File: src/rtl/mem_port_scheduler.sv
// mem_port_scheduler
//   Shares one single-port scratchpad SRAM among NUM_REQS load/store clients.
//   A rotating-priority pointer picks one requester per cycle and its beat is
//   presented to the SRAM in the same cycle. Read responses come back through
//   a fixed-latency tag pipeline that steers mem_rdata to the issuing client.
//
//   Build option: MEM_SCHED_BURST_LOCK_EN
//     defined   : a request with req_len>0 locks the grant until its last beat
//                 (addresses base+beat, wrapping at 2^ADDR_W).
//     undefined : req_len is ignored, every beat is arbitrated on its own and
//                 every response is flagged last.
//
// Ports
//   clk, reset                 clock, synchronous active-high reset
//   req_valid/req_ready        per-requester beat handshake (ready is one-hot)
//   req_we/req_addr/req_len    beat-0 command fields
//   req_wdata                  write data, taken on every accepted write beat
//   mem_en/mem_we/mem_addr/mem_wdata  SRAM command, sampled on next clk edge
//   mem_rdata                  SRAM read data, RD_LAT cycles after a read
//   rsp_valid/rsp_data/rsp_last one-hot read response, shared data bus
//   busy                       burst open or read responses still in flight
module mem_port_scheduler #(
  parameter int NUM_REQS = 4,
  parameter int ADDR_W   = 10,
  parameter int DATA_W   = 32,
  parameter int BURST_W  = 3,
  parameter int RD_LAT   = 1
) (
  input  logic                             clk,
  input  logic                             reset,
  input  logic [NUM_REQS-1:0]              req_valid,
  output logic [NUM_REQS-1:0]              req_ready,
  input  logic [NUM_REQS-1:0]              req_we,
  input  logic [NUM_REQS-1:0][ADDR_W-1:0]  req_addr,
  input  logic [NUM_REQS-1:0][BURST_W-1:0] req_len,
  input  logic [NUM_REQS-1:0][DATA_W-1:0]  req_wdata,
  output logic                             mem_en,
  output logic                             mem_we,
  output logic [ADDR_W-1:0]                mem_addr,
  output logic [DATA_W-1:0]                mem_wdata,
  input  logic [DATA_W-1:0]                mem_rdata,
  output logic [NUM_REQS-1:0]              rsp_valid,
  output logic [DATA_W-1:0]                rsp_data,
  output logic                             rsp_last,
  output logic                             busy
);
  localparam int ID_W = (NUM_REQS > 1) ? $clog2(NUM_REQS) : 1;
  typedef logic [ID_W-1:0] id_t;
  typedef struct packed {
    logic vld;
    id_t  id;
    logic last;
  } rd_tag_t;

  id_t                ptr_q, ptr_d;
  rd_tag_t [RD_LAT:1] tag_q, tag_d;
  rd_tag_t            issue_tag;
  logic               found;
  id_t                win;

`ifdef MEM_SCHED_BURST_LOCK_EN
  typedef enum logic {S_IDLE, S_BURST} state_t;
  state_t             state_q, state_d;
  id_t                owner_q, owner_d;
  logic [ADDR_W-1:0]  base_q, base_d;
  logic               we_q, we_d;
  logic [BURST_W-1:0] len_q, len_d, beat_q, beat_d;
`else
  logic unused_len;
  assign unused_len = ^req_len;
`endif

  function automatic id_t next_id(input id_t i);
    return (i == id_t'(NUM_REQS - 1)) ? '0 : id_t'(i + 1'b1);
  endfunction

  // Scan from the far end back towards ptr so the closest valid requester
  // is the last one written and therefore wins.
  function automatic logic [ID_W:0] rr_pick(input logic [NUM_REQS-1:0] v, input id_t p);
    logic [ID_W:0] r;
    int            idx;
    r = '0;
    for (int k = NUM_REQS - 1; k >= 0; k--) begin
      idx = int'(p) + k;
      if (idx >= NUM_REQS) idx = idx - NUM_REQS;
      if (v[id_t'(idx)]) r = {1'b1, id_t'(idx)};
    end
    return r;
  endfunction

  always_comb begin
    req_ready = '0;
    mem_en    = 1'b0;
    mem_we    = 1'b0;
    mem_addr  = '0;
    mem_wdata = '0;
    issue_tag = '0;
    ptr_d     = ptr_q;
    {found, win} = rr_pick(req_valid, ptr_q);
`ifdef MEM_SCHED_BURST_LOCK_EN
    state_d = state_q;
    owner_d = owner_q;
    base_d  = base_q;
    we_d    = we_q;
    len_d   = len_q;
    beat_d  = beat_q;
    case (state_q)
      S_IDLE: begin
        if (found) begin
          req_ready[win] = 1'b1;
          mem_en         = 1'b1;
          mem_we         = req_we[win];
          mem_addr       = req_addr[win];
          mem_wdata      = req_wdata[win];
          issue_tag.vld  = ~req_we[win];
          issue_tag.id   = win;
          issue_tag.last = (req_len[win] == '0);
          if (req_len[win] != '0) begin
            // Pointer stays put until the burst closes.
            state_d = S_BURST;
            owner_d = win;
            base_d  = req_addr[win];
            we_d    = req_we[win];
            len_d   = req_len[win];
            beat_d  = BURST_W'(1);
          end else begin
            ptr_d = next_id(win);
          end
        end
      end
      S_BURST: begin
        // Owner without valid simply stalls the burst; nobody else is served.
        if (req_valid[owner_q]) begin
          req_ready[owner_q] = 1'b1;
          mem_en             = 1'b1;
          mem_we             = we_q;
          mem_addr           = base_q + ADDR_W'(beat_q);
          mem_wdata          = req_wdata[owner_q];
          issue_tag.vld      = ~we_q;
          issue_tag.id       = owner_q;
          issue_tag.last     = (beat_q == len_q);
          if (beat_q == len_q) begin
            state_d = S_IDLE;
            ptr_d   = next_id(owner_q);
          end else begin
            beat_d = beat_q + 1'b1;
          end
        end
      end
      default: state_d = S_IDLE;
    endcase
`else
    if (found) begin
      req_ready[win] = 1'b1;
      mem_en         = 1'b1;
      mem_we         = req_we[win];
      mem_addr       = req_addr[win];
      mem_wdata      = req_wdata[win];
      issue_tag.vld  = ~req_we[win];
      issue_tag.id   = win;
      issue_tag.last = 1'b1;
      ptr_d          = next_id(win);
    end
`endif
    // Tag pipeline mirrors the SRAM read latency; stage RD_LAT lines up with mem_rdata.
    tag_d[1] = issue_tag;
    for (int s = 2; s <= RD_LAT; s++) tag_d[s] = tag_q[s-1];

    rsp_valid = tag_q[RD_LAT].vld ? (NUM_REQS'(1) << tag_q[RD_LAT].id) : '0;
    rsp_data  = tag_q[RD_LAT].vld ? mem_rdata : '0;
    rsp_last  = tag_q[RD_LAT].vld & tag_q[RD_LAT].last;
    busy      = 1'b0;
    for (int s = 1; s <= RD_LAT; s++) busy = busy | tag_q[s].vld;
`ifdef MEM_SCHED_BURST_LOCK_EN
    busy = busy | (state_q == S_BURST);
`endif

    // Outputs are forced quiet while reset is held, whatever the inputs do.
    if (reset) begin
      req_ready = '0;
      mem_en    = 1'b0;
      mem_we    = 1'b0;
      mem_addr  = '0;
      mem_wdata = '0;
      rsp_valid = '0;
      rsp_data  = '0;
      rsp_last  = 1'b0;
      busy      = 1'b0;
    end
  end

  always_ff @(posedge clk) begin
    if (reset) begin
      ptr_q   <= '0;
      tag_q   <= '0;
`ifdef MEM_SCHED_BURST_LOCK_EN
      state_q <= S_IDLE;
      owner_q <= '0;
      base_q  <= '0;
      we_q    <= 1'b0;
      len_q   <= '0;
      beat_q  <= '0;
`endif
    end else begin
      ptr_q   <= ptr_d;
      tag_q   <= tag_d;
`ifdef MEM_SCHED_BURST_LOCK_EN
      state_q <= state_d;
      owner_q <= owner_d;
      base_q  <= base_d;
      we_q    <= we_d;
      len_q   <= len_d;
      beat_q  <= beat_d;
`endif
    end
  end
endmodule

File: config.mk
export PLATFORM = sky130hd
export DESIGN_NAME = mem_port_scheduler
export DESIGN_NICKNAME = d
export VERILOG_FILES = /design/src/rtl/mem_port_scheduler.sv
export SDC_FILE = /design/constraint.sdc
export NUM_CORES = 1
export LEC_CHECK = 0
export CAP_MARGIN = 20
export CORE_AREA = 2 2 119 121
export DETAILED_ROUTE_END_ITERATION = 8
export DIE_AREA = 0 0 121 123
export RECOVER_POWER = 100
export SYNTH_ARGS = -nofsm -noshare
export SYNTH_HDL_FRONTEND = slang
export SYNTH_SLANG_ARGS = --single-unit
File: constraint.sdc
create_clock -name clk -period 2.3 [get_ports clk]
set_input_delay 0.46 -clock clk [delete_from_list [all_inputs] [get_ports clk]]
set_output_delay 0.46 -clock clk [all_outputs]
set_load 0.01 [all_outputs]
==> metrics <==
remaining antenna violation count=0; vias in the first global route=3302; Avg Cell Area, Syn=8.22 um2; DIE HEIGHT=123 um; largest net degree at the start of global routing=27; final setup vio count=38; Max-cap violations=0; Slew Limit Headroom=0.761; CP Launch Type=register; met3 wire len=1360 um; Final min period=2.37 ns; All-Layer GR Usage=0.141; via count=3301; setup slack at placement=-0.890 ns; DRT met1 WL=4690 um; post-synth net total=457; worst-path cell chain=a21oi_2 > o21ai_2 > o2bb2a_4 > buf_8 > buf_16 > buf_6 > mux2i_4 > o22ai_2 > buf_2; Clk pin slew, worst setup/hold paths=0.03 ns; most frequent cells in the layout=clkdlybuf4s50_1, mux2i_1, buf_2; Most used DFF post-synth=dfxtp_1; static leakage=0.00287 uW; Die ar.=14900 um2; share of cells above drive strength 1=0.340; die width=121 um; DRC viols=0; initial antenna violation count=1; worst vdd ir=215 uV; largest stage delay on the critical path=0.36 ns; status=finished, violations left; number of synthesized register bits=6; RSZ-0062 raised after global routing=yes; cell family with most CP delay=compound AO/OA/AOI/OAI gates; Slew @ Worst Pin=0.356 ns; Peak Freq=421 MHz; Max Slew Vio Count=0; crit end category=output pin; pwr dens=406 nW/um2; Buf/Inv on CP=4; H-tree depth=1; Starting Density=0.139; Num CTS Buffers=3; violated checks=negative setup slack; clock skew=0.00120 ns; RD Place Congestion=0.726; first-pass GRT wire length=16600 um; ys async rst share=0; final setup margin=-0.0728 ns; CP Max Fanout=6; part of the cycle the worst path needs=1.03; Mapped Cells=231; Core ar.=13600 um2; Pre-antenna DRT Iters=4; Cell Area, Synth=1900 um2; Post-synth EDFFs=0; WS Path Type=register to output pin; Hold Crit Class=register to register; CTS tree=built; Fill cells=1303; Final Hold Viols=0; Arr. time, crit path=1.91 ns; met2 routed WL=6910 um; Clock Sink Count=6; HPWL Detailed=8760 um; CP required=1.84 ns; clock latency on the worst-skew pair=0.22 ns; Core Rows=43; Synth-to-Final Area Change=233%; DR WL/cell=17.2 um; Boundary Pins=308; number of port buffers=295; DRT iter0 DRCs=64; Seq/Total Area, Yosys=0.0633; Post-CTS Hold Buffers=0; Yosys cell types=30; Max Used Layer=met4; total wire length=13100 um; yosys warns=0; GR Overflow Total=0; Hold WS=0.573 ns; most common cell after layout, fill and taps aside=clkdlybuf4s50_1; DR vias/cell=4.32; Layout Nets=811; CP max stage cell=dfxtp_4; Root Driver=clkbuf_16; Max clock buf depth=2
[final timing paths]
path | startpoint | to | slack [ns] | depth (start not counted)
max | ptr_q[1] | mem_addr[4] | -0.07 | 9
min | ptr_q[1] | ptr_q[1] | 0.57 | 2
max reg2reg | ptr_q[1] | tag_q[3] | 0.56 | 8
min reg2reg | ptr_q[1] | ptr_q[1] | 0.57 | 2
[per-stage QoR]
step                cells  area (um2)  total power (uW)   util  TNS, ns
floorplan             231        1900               816      -        0
global placement      709        5230              1680  0.384   -47.05
detailed placement    709        5230              1690  0.384   -48.85
CTS                   742        5720              2260  0.420    -2.26
global route          763        6310              2700  0.464    -4.08
finish                764        6320              2560  0.464    -1.25
[tightest hold or removal path, stage by stage, from the launching register on]
cell	delay, ns
dfxtp_4	0.38
mux2i_1	0.09
nor2_1	0.07
[sequential cells by signal, summed over array words and instances, names as in the netlist]
register / flops
ptr_q: 2
tag_q: 4
[cell families (layout without fill, tap and decap cells)]
family,Yosys count,in the layout,share of synthesized area
multiplexers,90,90,0.478
AND/OR/NAND/NOR,54,55,0.183
AO/OA/AOI/OAI,50,50,0.175
buffers and inverters,27,378,0.0738
flip-flops,6,6,0.0633
adder cells (fa/ha/maj),4,4,0.0264
other,0,1,0
[area by class of cell]
cell class / count / area, um2 / share of cell area
timing repair buffer: 370 / 3790 / 0.600
multi-input combinational: 199 / 2080 / 0.329
tap: 180 / 225 / 0.0357
sequential: 6 / 125 / 0.0198
clock buffer: 3 / 75.1 / 0.0119
inverter: 5 / 21.3 / 0.00337
antenna: 1 / 2.50 / 0.000396
[repair_timing]
action / CTS / global route
gates cloned: 9 / 10
setup endpoints to repair: 86 / 55
pin swaps: 12 / 20
gates resized for setup: 292 / 76
setup buffers: 21 / 16
[power breakdown]
part           internal (uW)  switching, uW  leakage, uW
sequential               121           15.3    0.0000508
combinational           1310            838      0.00278
clock                    222           51.9    0.0000370
total                   1660            906      0.00287
[synth_stat cells, types with 2 or more instances]
library cell	count	area, um2
buf_6	2	22.5
dfxtp_1	6	120
nor2_1	5	18.8
and2_1	37	231
mux2i_1	88	881
clkbuf_1	6	22.5
inv_1	4	15.0
o22ai_1	43	269
a21oi_1	3	15.0
ha_1	4	50.1
nand2_1	2	7.51
buf_4	3	22.5
buf_2	10	50.1
and3_1	2	12.5
[routing by layer]
metal  GRT usage  up-vias
met5           0        -
met4      0.0400        0
met3      0.0438       12
met2       0.281      197
met1       0.139     1508
li1            -     1584
Power figures use the tool's default switching activity.
